--- src/rtl/load_store_unit.sv ---
// Multi-cycle load/store unit: req/ack data-memory handshake with lane placement and load extension.
// Optional misaligned-access trap is enabled by defining LSU_MISALIGN_TRAP_EN.
module load_store_unit #(
    parameter int unsigned WIDTH = 32
) (
    input  logic             clk,
    input  logic             reset,
    input  logic             valid,
    input  logic             mem_read,
    input  logic             mem_write,
    input  logic [2:0]       funct3,
    input  logic [WIDTH-1:0] addr,
    input  logic [WIDTH-1:0] store_data,
    output logic             stall,
    output logic             done,
    output logic [WIDTH-1:0] load_data,
    output logic             misalign_err,
    output logic             mem_req,
    output logic             mem_we,
    output logic [WIDTH-1:0] mem_addr,
    output logic [WIDTH-1:0] mem_wdata,
    output logic [3:0]       mem_wstrb,
    input  logic [WIDTH-1:0] mem_rdata,
    input  logic             mem_ack
);

    typedef enum logic [1:0] {StIdle, StReq, StDone} state_e;

    state_e           state_q, state_d;
    logic [WIDTH-1:0] addr_q;
    logic [2:0]       f3_q;
    logic             we_q;
    logic [WIDTH-1:0] wdata_q;
    logic [3:0]       wstrb_q;
    logic [WIDTH-1:0] load_data_q;

    logic             start;
    logic             is_byte, is_half;
    logic [1:0]       off;
    logic [WIDTH-1:0] lane_wdata;
    logic [3:0]       lane_wstrb;
    logic             mis;
    logic [7:0]       rd_byte;
    logic [15:0]      rd_half;
    logic [WIDTH-1:0] rd_ext;

    assign start   = (state_q == StIdle) && valid && (mem_read || mem_write);
    assign off     = addr[1:0];
    assign is_byte = (funct3 == 3'b000) || (funct3 == 3'b100);
    assign is_half = (funct3 == 3'b001) || (funct3 == 3'b101);

    // Store lane placement; unlisted codes behave as a full word.
    always_comb begin
        lane_wdata = store_data;
        lane_wstrb = 4'b1111;
        if (is_byte) begin
            lane_wdata = {4{store_data[7:0]}};
            lane_wstrb = 4'b0001 << off;
        end else if (is_half) begin
            lane_wdata = {2{store_data[15:0]}};
            lane_wstrb = 4'b0011 << {off[1], 1'b0};
        end
    end

`ifdef LSU_MISALIGN_TRAP_EN
    logic misalign_q;
    assign mis          = (is_half && off[0]) || (!is_byte && !is_half && (off != 2'b00));
    assign misalign_err = (state_q == StDone) && misalign_q;
`else
    assign mis          = 1'b0;
    assign misalign_err = 1'b0;
`endif

    // Load extraction from the latched offset and size.
    always_comb begin
        rd_byte = mem_rdata[{addr_q[1:0], 3'b000} +: 8];
        rd_half = mem_rdata[{addr_q[1], 4'b0000} +: 16];
        rd_ext  = mem_rdata;
        case (f3_q)
            3'b000:  rd_ext = {{24{rd_byte[7]}}, rd_byte};
            3'b100:  rd_ext = {24'd0, rd_byte};
            3'b001:  rd_ext = {{16{rd_half[15]}}, rd_half};
            3'b101:  rd_ext = {16'd0, rd_half};
            default: rd_ext = mem_rdata;
        endcase
    end

    always_comb begin
        state_d = state_q;
        unique case (state_q)
            StIdle:  if (start) state_d = mis ? StDone : StReq;
            StReq:   if (mem_ack) state_d = StDone;
            StDone:  state_d = StIdle;
            default: state_d = StIdle;
        endcase
    end

    always_ff @(posedge clk) begin
        if (reset) begin
            state_q     <= StIdle;
            addr_q      <= '0;
            f3_q        <= '0;
            we_q        <= 1'b0;
            wdata_q     <= '0;
            wstrb_q     <= '0;
            load_data_q <= '0;
`ifdef LSU_MISALIGN_TRAP_EN
            misalign_q  <= 1'b0;
`endif
        end else begin
            state_q <= state_d;
            if (start) begin
                addr_q  <= addr;
                f3_q    <= funct3;
                we_q    <= mem_write;
                wdata_q <= lane_wdata;
                wstrb_q <= mem_write ? lane_wstrb : 4'b0000;
`ifdef LSU_MISALIGN_TRAP_EN
                misalign_q <= mis;
`endif
            end
            if ((state_q == StReq) && mem_ack && !we_q) begin
                load_data_q <= rd_ext;
            end
        end
    end

    assign stall     = start || (state_q == StReq);
    assign done      = (state_q == StDone);
    assign mem_req   = (state_q == StReq);
    assign mem_we    = mem_req && we_q;
    assign mem_wstrb = mem_req ? wstrb_q : 4'b0000;
    assign mem_addr  = {addr_q[WIDTH-1:2], 2'b00};
    assign mem_wdata = wdata_q;
    assign load_data = load_data_q;

endmodule
--- config.mk ---
export PLATFORM = sky130hd
export DESIGN_NAME = load_store_unit
export DESIGN_NICKNAME = d
export VERILOG_FILES = /design/src/rtl/load_store_unit.sv
export SDC_FILE = /design/constraint.sdc
export NUM_CORES = 1
export LEC_CHECK = 0
export BUFFER_PORTS_ARGS = -buffer_cell sky130_fd_sc_hd__buf_2
export CAP_MARGIN = 20
export CORE_MARGIN = 4
export CORE_UTILIZATION = 48
export DETAILED_ROUTE_END_ITERATION = 16
export PLACE_DENSITY = 0.81
export SYNTH_ARGS = -nofsm -noshare
export SYNTH_HDL_FRONTEND = slang
export SYNTH_SLANG_ARGS = --single-unit
--- constraint.sdc ---
create_clock -name clk -period 1.88 [get_ports clk]
set_input_delay 0.564 -clock clk [delete_from_list [all_inputs] [get_ports clk]]
set_output_delay 0.564 -clock clk [all_outputs]
set_load 0.005 [all_outputs]
==> impl_results.md, run 1 <==
- Status: finished clean
- Cell family with most CP delay: flip-flops
- TritonCTS clock tree: yes
- Die H: approximately 110 µm
- N_diodes: 0
- Critical path's largest stage delay: ~0.37 ns
- H-Tree Depth: 3
- Root Driver: clkbuf_8
- Worst path required time: between 1 and 1.5 ns
- FILL cells: approximately 860
- CP Max Fanout: 8
- Synth Register Bits: 106
- Final period util: between 90% and 100%
- Hold Crit Class: primary input to register
- Final Slew Violations: 0
- Vias/cell: ~5.3
- Peak supply drop: about 0.73 mV
- Die area: 11,900 µm²
- Hold path startpoint: addr[21]
- Largest area contributor in the netlist: dfxtp_1
- Worst Setup SP: state_q[0]$_SDFFE_PP0P_
- R2r startpoint: addr_q[1]$_SDFFE_PP0P_
- Post-synthesis cell type count: 38
- Buffers & Inverters on Critical Path: 2
- Worst skew pair latency: between 0.3 and 0.4 ns
- RSZ-0062 raised after global routing: true
- CP most frequent cell: buf_6
- I/O pins: 210
- Area grow syn2layout: 26.5%
- Drt first pass iters: 5
- Inst Count DP: around 900
- Nature of the critical path startpoint: register
- Cell Pwr Density: 824 nW/µm²
- Die width: 109 µm
- Layout cell share with drive strength beyond 1: 34.2%
- Port Buffers: around 200
- Yosys top cell area share: approximately 43%
- CP Cell Sequence: nor2b_4, buf_6, and2_4, buf_6
- Fin. Hold Viols: 0
- Clock Path Buffers: 2
- CP endpoint kind: primary output
- Final HPWL DP: 10,700 µm
- Vias in the first global route: ~4.7k
- Largest net degree at the start of global routing: around 70
- Max-cap viol count: 0
- Most common cell in the netlist: nand2_1
- Fin nets: about 900
- Leakage power total: 2.78 nW
- Setup Skew: around 0.0072 ns
- Mapped cell area: slightly below 5000 µm²
- Final setup viols: 0
- GP Congestion: between 0.8 and 0.9
- Final Instance Area: just over 6000 µm²
- Post-synth EDFFs: 0
- Core box area: a little under 10,000 µm²
- Via count: just under 5k
- Ys async rst share: 0%
- First-pass GRT wire length: roughly 23,000 µm
- All-Layer GR Usage: between 20% and 30%
- Drc violations: 0
- Final non-filler cell total: around 920
- Grt total ovfl: 0
- Top post-synthesis cells by count: 163 x nand2_1, 106 x dfxtp_1, 61 x a21oi_1
- Achievable frequency: roughly 550 MHz
- Synth top area cells: dfxtp_1 43%, nand2_1 12%, a21oi_1 6.2%
- Avg Inst Size Synth: roughly 8 µm²
- Final wirelength: about 14,000 µm
- Post-DRT Antenna Nets: 0
- Initial detailed-routing violation count: approximately 310
- Initial antenna violation count: 0
- Clock sink count: ~110
- Placed cell area: 5840 µm²
- Seq/Total Area, Yosys: 43.3%
- Slowest CP cell: dfxtp_4
- Ys flop type: dfxtp_1
- FP Rows: 36
- Initial core utilization: 49.6%
- Cells after Synth: approximately 620
- Tmin final: approximately 1.8 ns
- Kind of critical path: register to primary output
- Arr. time, crit path: around 1.3 ns
- Wire length per cell: between 15 and 20 µm
- Clock Pin Slew Worst Setup and Hold Paths: around 0.10 ns
- CTS hold repair buffers: 0
- Number of synthesis warnings: 0
- CTS Buf Count: 9
## flip-flops by register name (all words and copies together), names as in the netlist
register   cells
we_q           1
mem_wdata     32
state_q        2
load_data     32
addr_q        32
wstrb_q        4
f3_q           3
## cell families after synthesis
family / after synthesis / share of synthesized area, %
AO/OA/AOI/OAI: 149 / 20.1
buffers and inverters: 87 / 9.58
flip-flops: 106 / 43.3
multiplexers: 30 / 6.16
other: 1 / 0.0766
AND/OR/NAND/NOR: 248 / 20.7
## where the power goes
part | switching, mW | total (mW) | internal [mW]
Clock | 0.770 | 1.73 | 0.958
Sequential | 0.0833 | 2.47 | 2.39
Combinational | 0.499 | 0.905 | 0.407
## cell type report
class / count / area (µm²) / share of cell area, %
clock buffers: 12 / 155 / 2.50
clock inverters: 4 / 97.6 / 1.58
inverters: 4 / 15.0 / 0.242
multi-input cells: 430 / 2350 / 37.9
flip-flops and latches: 106 / 2130 / 34.3
well taps: 133 / 166 / 2.69
repair buffers: 230 / 1290 / 20.8
## path summary, 6_finish.rpt
check / endpoint / slack [ns] / cells after the start
max reg2reg: load_data[6]$_SDFFE_PP0P_ / 0.20 / 5
min: addr_q[21]$_SDFFE_PP0P_ / 0.41 / 3
min reg2reg: mem_wdata[1]$_SDFFE_PP0P_ / 0.45 / 2
max: mem_we / 0.06 / 4
## repair_timing
action,in CTS,in global routing
buffers inserted,1,4
resized for setup,3,15
pin swaps,1,5
endpoints found under the setup margin,6,6
## cell usage in the layout (no fill, tap or decap), drive strengths merged, types with 4 or more instances in the layout
master	instances
a211oi	25
a21oi	61
a221oi	8
a311oi	9
a31oi	4
and2	5
buf	230
clkbuf	12
dfxtp	106
inv	4
mux2i	29
nand2	163
nand2b	4
nor2	55
nor2b	4
nor3	5
o21ai	27
o221a	4
or3	4
## worst register-to-register path, delay by kind of cell, from the launching register on
kind / cells / cell delay [ns]
compound gates: 2 / 0.31
buf+inv: 2 / 0.42
simple gates: 1 / 0.39
flops: 1 / 0.47
## per-layer routing
layer	track usage [%]	vias up	share of wire, %
met1	29.3	2253	40
met5	0	-	0
li1	-	2390	-
met2	40.4	213	49
met3	7.76	29	9.3
met4	8.93	0	2.4
## through the flow
| step | hold slack, ns | setup TNS [ns] | utilization [%] | worst slack, ns | power, mW |
|---|---|---|---|---|---|
| after floorplan | 0.427 | 0 | - | 0.216 | 3.04 |
| after global placement | 0.438 | 0 | 59.2 | 0.135 | 3.37 |
| after detailed placement | 0.444 | 0 | 59.2 | 0.0840 | 3.41 |
| after CTS | 0.383 | 0 | 61.9 | 0.000961 | 5.14 |
| after global routing | 0.393 | -0.0828 | 62.8 | -0.0189 | 5.35 |
| final | 0.408 | 0 | 62.8 | 0.0577 | 5.10 |
Note: power is estimated with default switching activity, not from simulation.
==> run 2: changes to the inputs <==
CTS_BUF_LIST = sky130_fd_sc_hd__clkbuf_16   (was default)
==> impl_results.md, run 2 (same netlist as run 1, synthesis figures left out) <==
- Inst Count DP: between 800 and 900
- Setup Skew: ~0.0064 ns
- Initial detailed-routing violation count: between 300 and 400
- Wire length per cell: around 16 µm
- First-pass GRT wire length: ~23,000 µm
- FILL cells: 848
- All-Layer GR Usage: between 20% and 30%
- Die area: between 10,000 and 15,000 µm²
- Clock sink count: 106
- CP endpoint kind: primary output
- Fin nets: about 900
- Hold Crit Class: primary input to register
- Final HPWL DP: between 10,000 and 15,000 µm
- CP Max Fanout: 8
- Drc violations: 0
- Overall power: approximately 5.5 mW
- Max-cap viol count: 0
- Grt total ovfl: 0
- Final Slew Violations: 0
- H-Tree Depth: 3
- Post-Place Setup Slack: between 0.08 and 0.09 ns
- FP Rows: 36
- Peak supply drop: 0.885 mV
- RSZ-0062 raised after global routing: false
- Drt first pass iters: 6
- Final period util: just under 100%
- Core Util, Final: between 60% and 70%
- Via count: 4,927
- Leakage power total: ~2.8 nW
- Core box area: between 9000 and 10,000 µm²
- Final wirelength: between 10,000 and 15,000 µm
- Largest net degree at the start of global routing: 68
- Port Buffers: 206
- Vias in the first global route: between 4k and 5k
- Arr. time, crit path: between 1 and 1.5 ns
- Initial core utilization: 49.6%
- Cell Pwr Density: roughly 880 nW/µm²
- Vias/cell: 5.37
- Hold slack: approximately 0.45 ns
- I/O pins: 210
- Post-DRT Antenna Nets: 0
- Die width: roughly 110 µm
- Worst path required time: roughly 1.3 ns
- Setup_tns: 0 ns
- Root Driver: clkbuf_16
- Worst skew pair latency: 0.35 ns
- Placed cell area: 5840 µm²
- Clock Pin Slew Worst Setup and Hold Paths: roughly 0.07 ns
- Area of the multi-input gates: roughly 2300 µm²
- Clock Path Buffers: 2
- N_diodes: 0
- Fin. Hold Viols: 0
- Final setup viols: 0
- Final Instance Area: ~6200 µm²
- GP Congestion: around 0.87
- Commonest non-fill, non-tap cell in the layout: buf_2
- Area grow syn2layout: 27.1%
- Achievable frequency: about 550 MHz
- Layout cell share with drive strength beyond 1: 33.2%
- Nature of the critical path startpoint: register
- CTS Buf Count: 9
- Kind of critical path: register to primary output
- Initial antenna violation count: 0
- Die H: approximately 110 µm
- Most frequent cells in the layout: 205 x buf_2, 163 x nand2_1, 104 x dfxtp_1, 61 x a21oi_1, 54 x nor2_1
- Reg area: 2130 µm²
- Worst Slack Setup Final: 0.0744 ns
- TritonCTS clock tree: yes
- Status: finished clean
- Tmin final: around 1.8 ns
- Final non-filler cell total: 918
-- run 2: area by class of cell --
type | count | share of cell area (%)
multi-input cells | 430 | 37.5
flip-flops and latches | 106 | 34.2
repair buffers | 229 | 20.0
clock buffers | 9 | 3.62
well taps | 133 | 2.67
clock inverters | 7 | 1.75
inverters | 4 | 0.241
-- run 2: per-layer routing --
metal	share of wire [%]	vias up	global-route usage (%)	wire [µm]
met5	0	-	0	0
met4	2.3	0	8.93	334
met3	9.8	33	7.87	1430
met2	49	256	41.0	7100
met1	39	2252	29.3	5620
li1	-	2386	-	-
-- run 2: final timing paths --
kind | cells after the start | slack (ns) | endpoint | from
setup / recovery | 4 | 0.07 | mem_wstrb[2] | state_q[0]$_SDFFE_PP0P_
setup reg to reg | 4 | 0.19 | load_data[9]$_SDFFE_PP0P_ | addr_q[1]$_SDFFE_PP0P_
hold / removal | 3 | 0.45 | addr_q[21]$_SDFFE_PP0P_ | addr[21]
hold reg to reg | 2 | 0.45 | mem_wdata[1]$_SDFFE_PP0P_ | mem_wdata[1]$_SDFFE_PP0P_
-- run 2: critical path, stage by stage, from the launching register on --
cell	delay [ns]
dfxtp_4	0.36
nor2b_4	0.12
buf_6	0.13
and2_1	0.16
buf_2	0.12
-- run 2: where the power goes --
part           internal [mW]  switching (mW)
Sequential              2.39          0.0842
Clock                   1.29           0.830
Combinational          0.401           0.499
Total                   4.08            1.41
-- run 2: repair_timing --
item / in CTS / in global routing
setup buffers: 0 / 4
endpoints found under the hold margin: 0 / 0
pin swaps: 0 / 1
endpoints found under the setup margin: 1 / 6
hold buffers: 0 / 0
gates resized for setup: 2 / 6
